### src/rtl/core_types_pkg.sv
// Shared pipeline types for the execute stage: ID/EX and EX/MEM bundles,
// ALU and mul/div opcodes, and the operand forwarding helper.
package core_types_pkg;

  typedef struct packed {
    logic [31:0] PC;
    logic [4:0]  addr1;
    logic [4:0]  addr2;
    logic [4:0]  rd;
    logic [31:0] imm;
    logic [3:0]  aluCode;
    logic [2:0]  func3;
    logic        aluPC_m;
    logic        aluImm_m;
    logic        aluin1_m;
    logic        aluin2_m;
    logic        Wmem;
    logic        Rmem;
    logic        Wreg;
  } DEC_out_t;

  typedef struct packed {
    logic [31:0] PC;
    logic [4:0]  rd;
    logic [31:0] result;
    logic [31:0] store_data;
    logic        Wmem;
    logic        Rmem;
    logic        Wreg;
    logic [2:0]  func3;
  } EX_out_t;

  typedef enum logic [3:0] {
    ALU_ADD   = 4'd0,
    ALU_SUB   = 4'd1,
    ALU_SLL   = 4'd2,
    ALU_SLT   = 4'd3,
    ALU_SLTU  = 4'd4,
    ALU_XOR   = 4'd5,
    ALU_SRL   = 4'd6,
    ALU_SRA   = 4'd7,
    ALU_OR    = 4'd8,
    ALU_AND   = 4'd9,
    ALU_PASSB = 4'd10
  } alu_op_t;

  typedef enum logic [2:0] {
    MD_MUL    = 3'd0,
    MD_MULH   = 3'd1,
    MD_MULHSU = 3'd2,
    MD_MULHU  = 3'd3,
    MD_DIV    = 3'd4,
    MD_DIVU   = 3'd5,
    MD_REM    = 3'd6,
    MD_REMU   = 3'd7
  } md_func_t;

  typedef enum logic [1:0] {
    IDLE = 2'd0,
    BUSY = 2'd1,
    DONE = 2'd2
  } md_state_t;

  // MEM beats WB beats the register file; x0 is never forwarded.
  function automatic logic [31:0] fwd_sel(
    input logic [4:0]  addr,
    input logic [31:0] rf_val,
    input logic        m_we,
    input logic [4:0]  m_rd,
    input logic [31:0] m_val,
    input logic        w_we,
    input logic [4:0]  w_rd,
    input logic [31:0] w_val
  );
    if (addr == 5'd0)                  return rf_val;
    else if (m_we && (m_rd == addr))   return m_val;
    else if (w_we && (w_rd == addr))   return w_val;
    else                               return rf_val;
  endfunction

endpackage

### src/rtl/ex_stage_md_unit.sv
// Iterative RV32M unit: shift-add multiply and restoring divide on magnitudes,
// with the sign fixed up combinationally while in DONE.
//
// state | meaning
// IDLE  | waiting for start; start is accepted in the same cycle
// BUSY  | retiring BITS_PER_CYCLE bits per cycle until count reaches 1
// DONE  | result valid for one cycle, then back to IDLE
module md_unit
  import core_types_pkg::*;
#(
  parameter int BITS_PER_CYCLE = 1
) (
  input  logic        Clock,
  input  logic        nReset,
  input  logic        start,
  input  logic [2:0]  func3,
  input  logic [31:0] a,
  input  logic [31:0] b,
  input  logic        flush,
  output logic        busy,
  output logic        done,
  output logic [31:0] result
);

  localparam logic [5:0] STEPS = 6'(32 / BITS_PER_CYCLE);

  md_state_t   state, state_n;
  md_func_t    func_q;
  logic [63:0] acc_q, mc_q, acc_step, mc_step, prod;
  logic [31:0] b_q, b_step, a_orig_q, quo, rem;
  logic [64:0] sh;
  logic [32:0] rem_t;
  logic [5:0]  count_q;
  logic        neg_q, negr_q, divz_q;
  logic        a_signed, b_signed, sa, sb;
  logic [31:0] amag, bmag;

  always_ff @(posedge Clock) begin
    if (!nReset) state <= IDLE;
    else         state <= state_n;
  end

  // busy also covers the accepting IDLE cycle so the front end freezes at once
  always_comb begin
    state_n = state;
    busy    = 1'b0;
    done    = 1'b0;
    case (state)
      IDLE: if (start) begin
        busy    = 1'b1;
        state_n = BUSY;
      end
      BUSY: begin
        busy = 1'b1;
        if (count_q == 6'd1) state_n = DONE;
      end
      DONE: begin
        done    = 1'b1;
        state_n = IDLE;
      end
      default: state_n = IDLE;
    endcase
    if (flush) begin
      state_n = IDLE;
      busy    = 1'b0;
      done    = 1'b0;
    end
  end

  always_comb begin
    a_signed = (func3 == MD_MULH) || (func3 == MD_MULHSU) || (func3 == MD_DIV) || (func3 == MD_REM);
    b_signed = (func3 == MD_MULH) || (func3 == MD_DIV) || (func3 == MD_REM);
    sa       = a_signed & a[31];
    sb       = b_signed & b[31];
    amag     = sa ? (32'd0 - a) : a;
    bmag     = sb ? (32'd0 - b) : b;
  end

  always_comb begin
    acc_step = acc_q;
    mc_step  = mc_q;
    b_step   = b_q;
    sh       = '0;
    rem_t    = '0;
    for (int i = 0; i < BITS_PER_CYCLE; i++) begin
      if (func_q[2]) begin
        sh    = {acc_step, 1'b0};
        rem_t = sh[64:32];
        if (rem_t >= {1'b0, b_q}) begin
          rem_t = rem_t - {1'b0, b_q};
          sh[0] = 1'b1;
        end
        acc_step = {rem_t[31:0], sh[31:0]};
      end else begin
        if (b_step[0]) acc_step = acc_step + mc_step;
        mc_step = mc_step << 1;
        b_step  = b_step >> 1;
      end
    end
  end

  always_ff @(posedge Clock) begin
    if (!nReset) begin
      func_q   <= MD_MUL;
      acc_q    <= '0;
      mc_q     <= '0;
      b_q      <= '0;
      a_orig_q <= '0;
      count_q  <= '0;
      neg_q    <= 1'b0;
      negr_q   <= 1'b0;
      divz_q   <= 1'b0;
    end else if (state == IDLE && start && !flush) begin
      func_q   <= md_func_t'(func3);
      acc_q    <= {32'd0, amag};
      mc_q     <= {32'd0, amag};
      b_q      <= bmag;
      a_orig_q <= a;
      count_q  <= STEPS;
      neg_q    <= sa ^ sb;
      negr_q   <= sa;
      divz_q   <= (b == 32'd0);
      if (!func3[2]) acc_q <= '0;
    end else if (state == BUSY && !flush) begin
      acc_q   <= acc_step;
      mc_q    <= mc_step;
      b_q     <= b_step;
      count_q <= count_q - 6'd1;
    end
  end

  always_comb begin
    prod = neg_q ? (64'd0 - acc_q) : acc_q;
    quo  = acc_q[31:0];
    rem  = acc_q[63:32];
    case (func_q)
      MD_MUL:                        result = prod[31:0];
      MD_MULH, MD_MULHSU, MD_MULHU:  result = prod[63:32];
      MD_DIV, MD_DIVU:               result = divz_q ? 32'hFFFF_FFFF : (neg_q ? (32'd0 - quo) : quo);
      default:                       result = divz_q ? a_orig_q : (negr_q ? (32'd0 - rem) : rem);
    endcase
  end

endmodule

### src/rtl/ex_stage.sv
// Execute stage: operand forwarding, ALU, mul/div stall control and the
// registered EX/MEM bundle.
module ex_stage
  import core_types_pkg::*;
#(
  parameter int BITS_PER_CYCLE = 1
) (
  input  logic        Clock,
  input  logic        nReset,
  input  DEC_out_t    DEC_in,
  input  logic [31:0] rs1,
  input  logic [31:0] rs2,
  input  logic        md_op,
  input  logic [4:0]  mem_rd,
  input  logic        mem_Wreg,
  input  logic [31:0] mem_result,
  input  logic [4:0]  wb_rd,
  input  logic        wb_Wreg,
  input  logic [31:0] wb_data,
  input  logic        flush,
  output EX_out_t     EX_out,
  output logic        stall
);

  logic [31:0] fwd_rs1, fwd_rs2, op_a, op_b, alu_res, md_result;
  logic [31:0] md_pc_q;
  logic [4:0]  md_rd_q;
  logic [2:0]  md_f3_q;
  logic        md_start, md_busy, md_done, stall_q;
  logic        unused_mux_sel;
  EX_out_t     ex_n;

  assign unused_mux_sel = DEC_in.aluin1_m ^ DEC_in.aluin2_m;

  always_comb begin
    fwd_rs1 = fwd_sel(DEC_in.addr1, rs1, mem_Wreg, mem_rd, mem_result, wb_Wreg, wb_rd, wb_data);
    fwd_rs2 = fwd_sel(DEC_in.addr2, rs2, mem_Wreg, mem_rd, mem_result, wb_Wreg, wb_rd, wb_data);
    op_a    = DEC_in.aluPC_m  ? fwd_rs1    : DEC_in.PC;
    op_b    = DEC_in.aluImm_m ? DEC_in.imm : fwd_rs2;
  end

  always_comb begin
    alu_res = '0;
    case (alu_op_t'(DEC_in.aluCode))
      ALU_ADD:   alu_res = op_a + op_b;
      ALU_SUB:   alu_res = op_a - op_b;
      ALU_SLL:   alu_res = op_a << op_b[4:0];
      ALU_SLT:   alu_res = {31'd0, $signed(op_a) < $signed(op_b)};
      ALU_SLTU:  alu_res = {31'd0, op_a < op_b};
      ALU_XOR:   alu_res = op_a ^ op_b;
      ALU_SRL:   alu_res = op_a >> op_b[4:0];
      ALU_SRA:   alu_res = $unsigned($signed(op_a) >>> op_b[4:0]);
      ALU_OR:    alu_res = op_a | op_b;
      ALU_AND:   alu_res = op_a & op_b;
      ALU_PASSB: alu_res = op_b;
      default:   alu_res = '0;
    endcase
  end

  assign md_start = md_op & ~flush;

  md_unit #(.BITS_PER_CYCLE(BITS_PER_CYCLE)) u_md (
    .Clock  (Clock),
    .nReset (nReset),
    .start  (md_start),
    .func3  (DEC_in.func3),
    .a      (fwd_rs1),
    .b      (fwd_rs2),
    .flush  (flush),
    .busy   (md_busy),
    .done   (md_done),
    .result (md_result)
  );

  assign stall = md_busy;

  // rd/PC/func3 are captured in the accepting cycle, the only unstalled-predecessor cycle of a run
  always_ff @(posedge Clock) begin
    if (!nReset) begin
      stall_q <= 1'b0;
      md_pc_q <= '0;
      md_rd_q <= '0;
      md_f3_q <= '0;
    end else begin
      stall_q <= stall;
      if (md_start && !stall_q) begin
        md_pc_q <= DEC_in.PC;
        md_rd_q <= DEC_in.rd;
        md_f3_q <= DEC_in.func3;
      end
    end
  end

  always_comb begin
    ex_n = '0;
    if (flush || stall) begin
      ex_n = '0;
    end else if (md_done) begin
      ex_n.PC     = md_pc_q;
      ex_n.rd     = md_rd_q;
      ex_n.result = md_result;
      ex_n.Wreg   = 1'b1;
      ex_n.func3  = md_f3_q;
    end else begin
      ex_n.PC         = DEC_in.PC;
      ex_n.rd         = DEC_in.rd;
      ex_n.result     = alu_res;
      ex_n.store_data = fwd_rs2;
      ex_n.Wmem       = DEC_in.Wmem;
      ex_n.Rmem       = DEC_in.Rmem;
      ex_n.Wreg       = DEC_in.Wreg;
      ex_n.func3      = DEC_in.func3;
    end
  end

  always_ff @(posedge Clock) begin
    if (!nReset) EX_out <= '0;
    else         EX_out <= ex_n;
  end

endmodule

### config.mk
export PLATFORM = sky130hd
export DESIGN_NAME = ex_stage
export DESIGN_NICKNAME = d
export VERILOG_FILES = /design/src/rtl/core_types_pkg.sv /design/src/rtl/ex_stage_md_unit.sv /design/src/rtl/ex_stage.sv
export SDC_FILE = /design/constraint.sdc
export NUM_CORES = 2
export LEC_CHECK = 0
export CAP_MARGIN = 15
export CORE_ASPECT_RATIO = 0.7
export CORE_MARGIN = 10
export CORE_UTILIZATION = 40
export CTS_CLUSTER_SIZE = 20
export DETAILED_ROUTE_END_ITERATION = 6
export PLACE_DENSITY = 0.56
export SETUP_SLACK_MARGIN = 0.1
export SLEW_MARGIN = 20
export SYNTH_ARGS = -nofsm -noshare
export SYNTH_HDL_FRONTEND = slang
export SYNTH_HIERARCHICAL = 1
export SYNTH_SLANG_ARGS = --single-unit
### constraint.sdc
create_clock -name Clock -period 20.8 [get_ports Clock]
set_clock_uncertainty 0.2 [all_clocks]
set_input_delay 6.24 -clock Clock [delete_from_list [all_inputs] [get_ports Clock]]
set_output_delay 6.24 -clock Clock [all_outputs]
set_load 0.03 [all_outputs]
==> implementation parameters <==
Parameter                              Value

Run status
  Result of the run    finished with violations
  Violations in the final reports    design-rule violations

Synthesis
  Unique masters post-synth    103
  Cell area after synthesis    34,200 um2
  Top post-synthesis cells by area    sky130_fd_sc_hd__dfxtp_1 21%, sky130_fd_sc_hd__ha_1 7.2%, sky130_fd_sc_hd__nand2_1 6.8%
  Biggest area consumer among synthesized cells    sky130_fd_sc_hd__dfxtp_1
  Most used flip-flop cell after synthesis    sky130_fd_sc_hd__dfxtp_1
  Fraction of synthesized area in multiplexers    7.68%
  Fraction of the mapped netlist area in compound gates    31.3%
  Seq cells post-synth    354
  Arithmetic-cell share of the synthesized area counting full adders, half adders and majority gates    7.47%
  Synth Area per Inst    7.20 um2
  Sequential cell area fraction in the yosys report    20.7%
  Number of warnings issued by yosys    6
  Post-synthesis share of cell area spent on and, or, nand and nor gates    19.5%
  List of most frequent post-synthesis cells    624 x sky130_fd_sc_hd__nand2_1, 463 x sky130_fd_sc_hd__nor2_1, 413 x sky130_fd_sc_hd__a21oi_1
  Fraction of synthesized cell area in xor and xnor cells    7.04%
  Largest family of logic cells by synthesized area    compound AO/OA/AOI/OAI gates
  Post-Synthesis Net Count    5,194
  Most instantiated library cell after synthesis    sky130_fd_sc_hd__nand2_1
  Async set or reset register ratio after synthesis    0%
  Share of the synthesized area in the top cell type    20.7%
  EDFF count, synth    0
  Synthesized instance count    4,755

Floorplanning
  Die Footprint    97,800 um2
  Placement Rows    89
  Num ports    345
  Die Y-Extent    265 um
  Initial core utilization    40.5%
  Area of the core region    84,500 um2
  Floorplan die width    370 um

Power
  Static leakage    15.8 nW
  Switching Fraction    39.6%
  Ratio of total power to cell area    61.5 nW/um2
  Proportion of power drawn by combinational gates    36.7%
  IR drop worst, VDD    0.0000616 V
  Flop pwr share    29.2%
  Clock network power share    34.1%
  Sw Pwr    0.983 mW
  Internal power of the cells    1.50 mW

Global route
  Pin count of the biggest net entering global routing    125
  Antenna violations before repair    11
  GR Util All Layers    35.2%
  Remaining global-route overflow    0
  Wire length of the first global-routing pass    259,000 um
  Via count of the first global-routing pass    35,825

Clock tree
  Hold_buf cts    0
  Clock latency on the worst-skew pair    0.62 ns
  Maximum buffer depth of the clock tree    3
  Number of gates resized after cts    0
  CTS buffer count    42
  Post-CTS setup-driven buffer insertion count    0
  Maximum level of the CTS H-tree    2
  Clock tree from TritonCTS    yes
  Root Buffer Master    sky130_fd_sc_hd__clkbuf_16
  Clock sink total    354
  Reg clk slew, reported paths    0.06 ns

Hold path
  Hold WC Path Type    reg2reg

Critical path
  Worst setup path end    stall
  Slowest stage cell, crit path    sky130_fd_sc_hd__clkdlybuf4s50_1
  Setup slack of the most critical reg-to-reg path    14.89 ns
  Endpoint class of the critical path    primary output
  Crit-path cells    clkdlybuf4s50_1, nor2b_2, nand3b_1, nand2_1, clkdlybuf4s50_1
  Slowest cell delay on critical path    0.78 ns
  Most frequent CP cell    sky130_fd_sc_hd__clkdlybuf4s50_1
  Reg-to-reg critical path startpoint    u_md/acc_q[2]
  Worst flop-to-flop path endpoint    EX_out[61]
  Arrival time of the worst setup path    9.09 ns
  Startpoint of the most critical setup path    flush
  Sort of element at the start of the critical path    primary input
  Critical Path Fanout Max    5
  Required time of the critical path    14.36 ns
  Crit path kind    in2out
  Number of cells on the worst reg-to-reg path    17

STA
  Setup repair after global routing missed its margin    no
  Final Critical Period    15.53 ns
  Pin slew with the least headroom to its limit    1.29 ns
  Count of final max-slew check failures    0
  FMAX    64.4 MHz
  TNS Setup    0 ns
  Portion of the clock cycle consumed by the worst path in the final layout    74.6%
  Hold Fails Final Rpt    0
  Final WS setup    5.27 ns
  Final setup violating endpoints    0
  Worst slew margin relative to its limit    12.9%

Job
  Maximum capacitance violations    0

Final layout
  Fraction of layout instances using a drive strength above 1    6.67%
  Final instance area    40,300 um2
  Final core utilization    47.7%
  Number of inserted filler cells in the final layout    8,676
  Synth-to-Final Area Change    17.9%
  Number of nets at the end of the flow    5,356

Placement
  Placed wire-length estimate    144,000 um
  Post-Place Cell Area    38,700 um2
  Port buffer count    342
  Worst slack at placement    5.08 ns
  Placer's final routability congestion estimate    1.10

Route
  Met1 WL    82,100 um
  Routed wire length on met2    65,500 um
  WL/cell    29.9 um
  Vias after detailed routing    39,141
  Residual DRC count    21
  Total iterations of the first detailed-routing run    7
  Final antenna-violating net count    0
  Detailed router's first-iteration violation count    6,155
  DRT Wirelength    182,000 um
  Met3 wire length    28,300 um
  Via density per instance    6.42
  Highest signal layer in the routed design    met5
cell families after synthesis:
family / after synthesis
DFF: 354
AOI/OAI and AO/OA: 1612
muxes: 256
adders and majority gates: 202
buffers and inverters: 553
and+or+nand+nor: 1503
xor gates and xnor gates: 275
through the flow:
step / power (mW) / hold slack [ns] / cells
2_1_floorplan: 1.25 / 0.233 / 4755
3_3_place_gp: 1.60 / 0.244 / 6009
3_5_place_dp: 1.60 / 0.246 / 6009
4_1_cts: 2.45 / 0.255 / 6087
5_1_grt: 2.56 / 0.272 / 6088
6_report: 2.48 / 0.252 / 6095
per-layer routing:
layer	GRT usage [%]	up-vias
met2	44.4	2370
met3	16.8	312
met5	0	-
met4	10.3	10
li1	-	17639
met1	51.0	18810
registers in the layout, summed over array words and instances, names as in the netlist:
name,count
u_md/mc_q,64
md_rd_q,5
md_f3_q,3
u_md/func_q,3
u_md/divz_q,1
u_md/neg_q,1
u_md/count_q,6
u_md/b_q,32
stall_q,1
u_md/acc_q,64
u_md/negr_q,1
EX_out,107
u_md/state,2
u_md/a_orig_q,32
md_pc_q,32
worst max-delay path, delay by kind of cell:
kind / cells / cell delay [ns]
buf+inv: 2 / 1.47
simple gates: 3 / 1.36
worst min path at each step:
stage / startpoint / endpoint / slack (ns) / cells past startpoint
after floorplan: u_md/a_orig_q[10] / u_md/a_orig_q[10] / 0.23 / 2
after global placement: u_md/a_orig_q[31] / u_md/a_orig_q[31] / 0.24 / 2
after detailed placement: u_md/b_q[31] / u_md/b_q[31] / 0.25 / 2
after CTS: u_md/a_orig_q[17] / u_md/a_orig_q[17] / 0.25 / 2
after global routing: u_md/a_orig_q[17] / u_md/a_orig_q[17] / 0.27 / 2
final: u_md/b_q[31] / u_md/b_q[31] / 0.25 / 2
layout by cell type, fill, tap and decap left out, types with 41 or more instances in the layout:
cell type                         instances
sky130_fd_sc_hd__a211oi_1                48
sky130_fd_sc_hd__a21boi_0                41
sky130_fd_sc_hd__a21o_1                  64
sky130_fd_sc_hd__a21oi_1                410
sky130_fd_sc_hd__a221oi_1                71
sky130_fd_sc_hd__a22oi_1                 51
sky130_fd_sc_hd__buf_4                  121
sky130_fd_sc_hd__clkbuf_16               43
sky130_fd_sc_hd__clkdlybuf4s50_1        339
sky130_fd_sc_hd__dfxtp_1                351
sky130_fd_sc_hd__ha_1                   198
sky130_fd_sc_hd__inv_1                  202
sky130_fd_sc_hd__mux2_2                  48
sky130_fd_sc_hd__mux2i_1                206
sky130_fd_sc_hd__nand2_1                622
sky130_fd_sc_hd__nand3_1                 56
sky130_fd_sc_hd__nor2_1                 457
sky130_fd_sc_hd__nor3_1                  66
sky130_fd_sc_hd__o211ai_1                56
sky130_fd_sc_hd__o21ai_0                319
sky130_fd_sc_hd__o221ai_1                41
sky130_fd_sc_hd__o22a_1                 108
sky130_fd_sc_hd__o22ai_1                 66
sky130_fd_sc_hd__xnor2_1                157
sky130_fd_sc_hd__xor2_1                 118
layout make-up:
| cell class | count | area, um2 | area share [%] |
|---|---|---|---|
| clock buffer | 50 | 1160 | 2.88 |
| clock inverter | 28 | 375 | 0.931 |
| sequential | 354 | 7090 | 17.6 |
| tap | 1137 | 1420 | 3.53 |
| timing repair buffer | 465 | 4340 | 10.8 |
| antenna | 7 | 17.5 | 0.0434 |
| inverter | 206 | 774 | 1.92 |
| multi-input combinational | 3848 | 25100 | 62.3 |
power by group through the flow:
| stage | clock [mW] | combinational [mW] | sequential [mW] |
|---|---|---|---|
| 6_report | 0.847 | 0.910 | 0.724 |
| 5_1_grt | 0.885 | 0.946 | 0.726 |
| 4_1_cts | 0.860 | 0.863 | 0.723 |
| 3_5_place_dp | 0 | 0.858 | 0.738 |
| 3_3_place_gp | 0 | 0.862 | 0.738 |
| 2_1_floorplan | 0 | 0.500 | 0.751 |
Power figures use the tool's default switching activity.
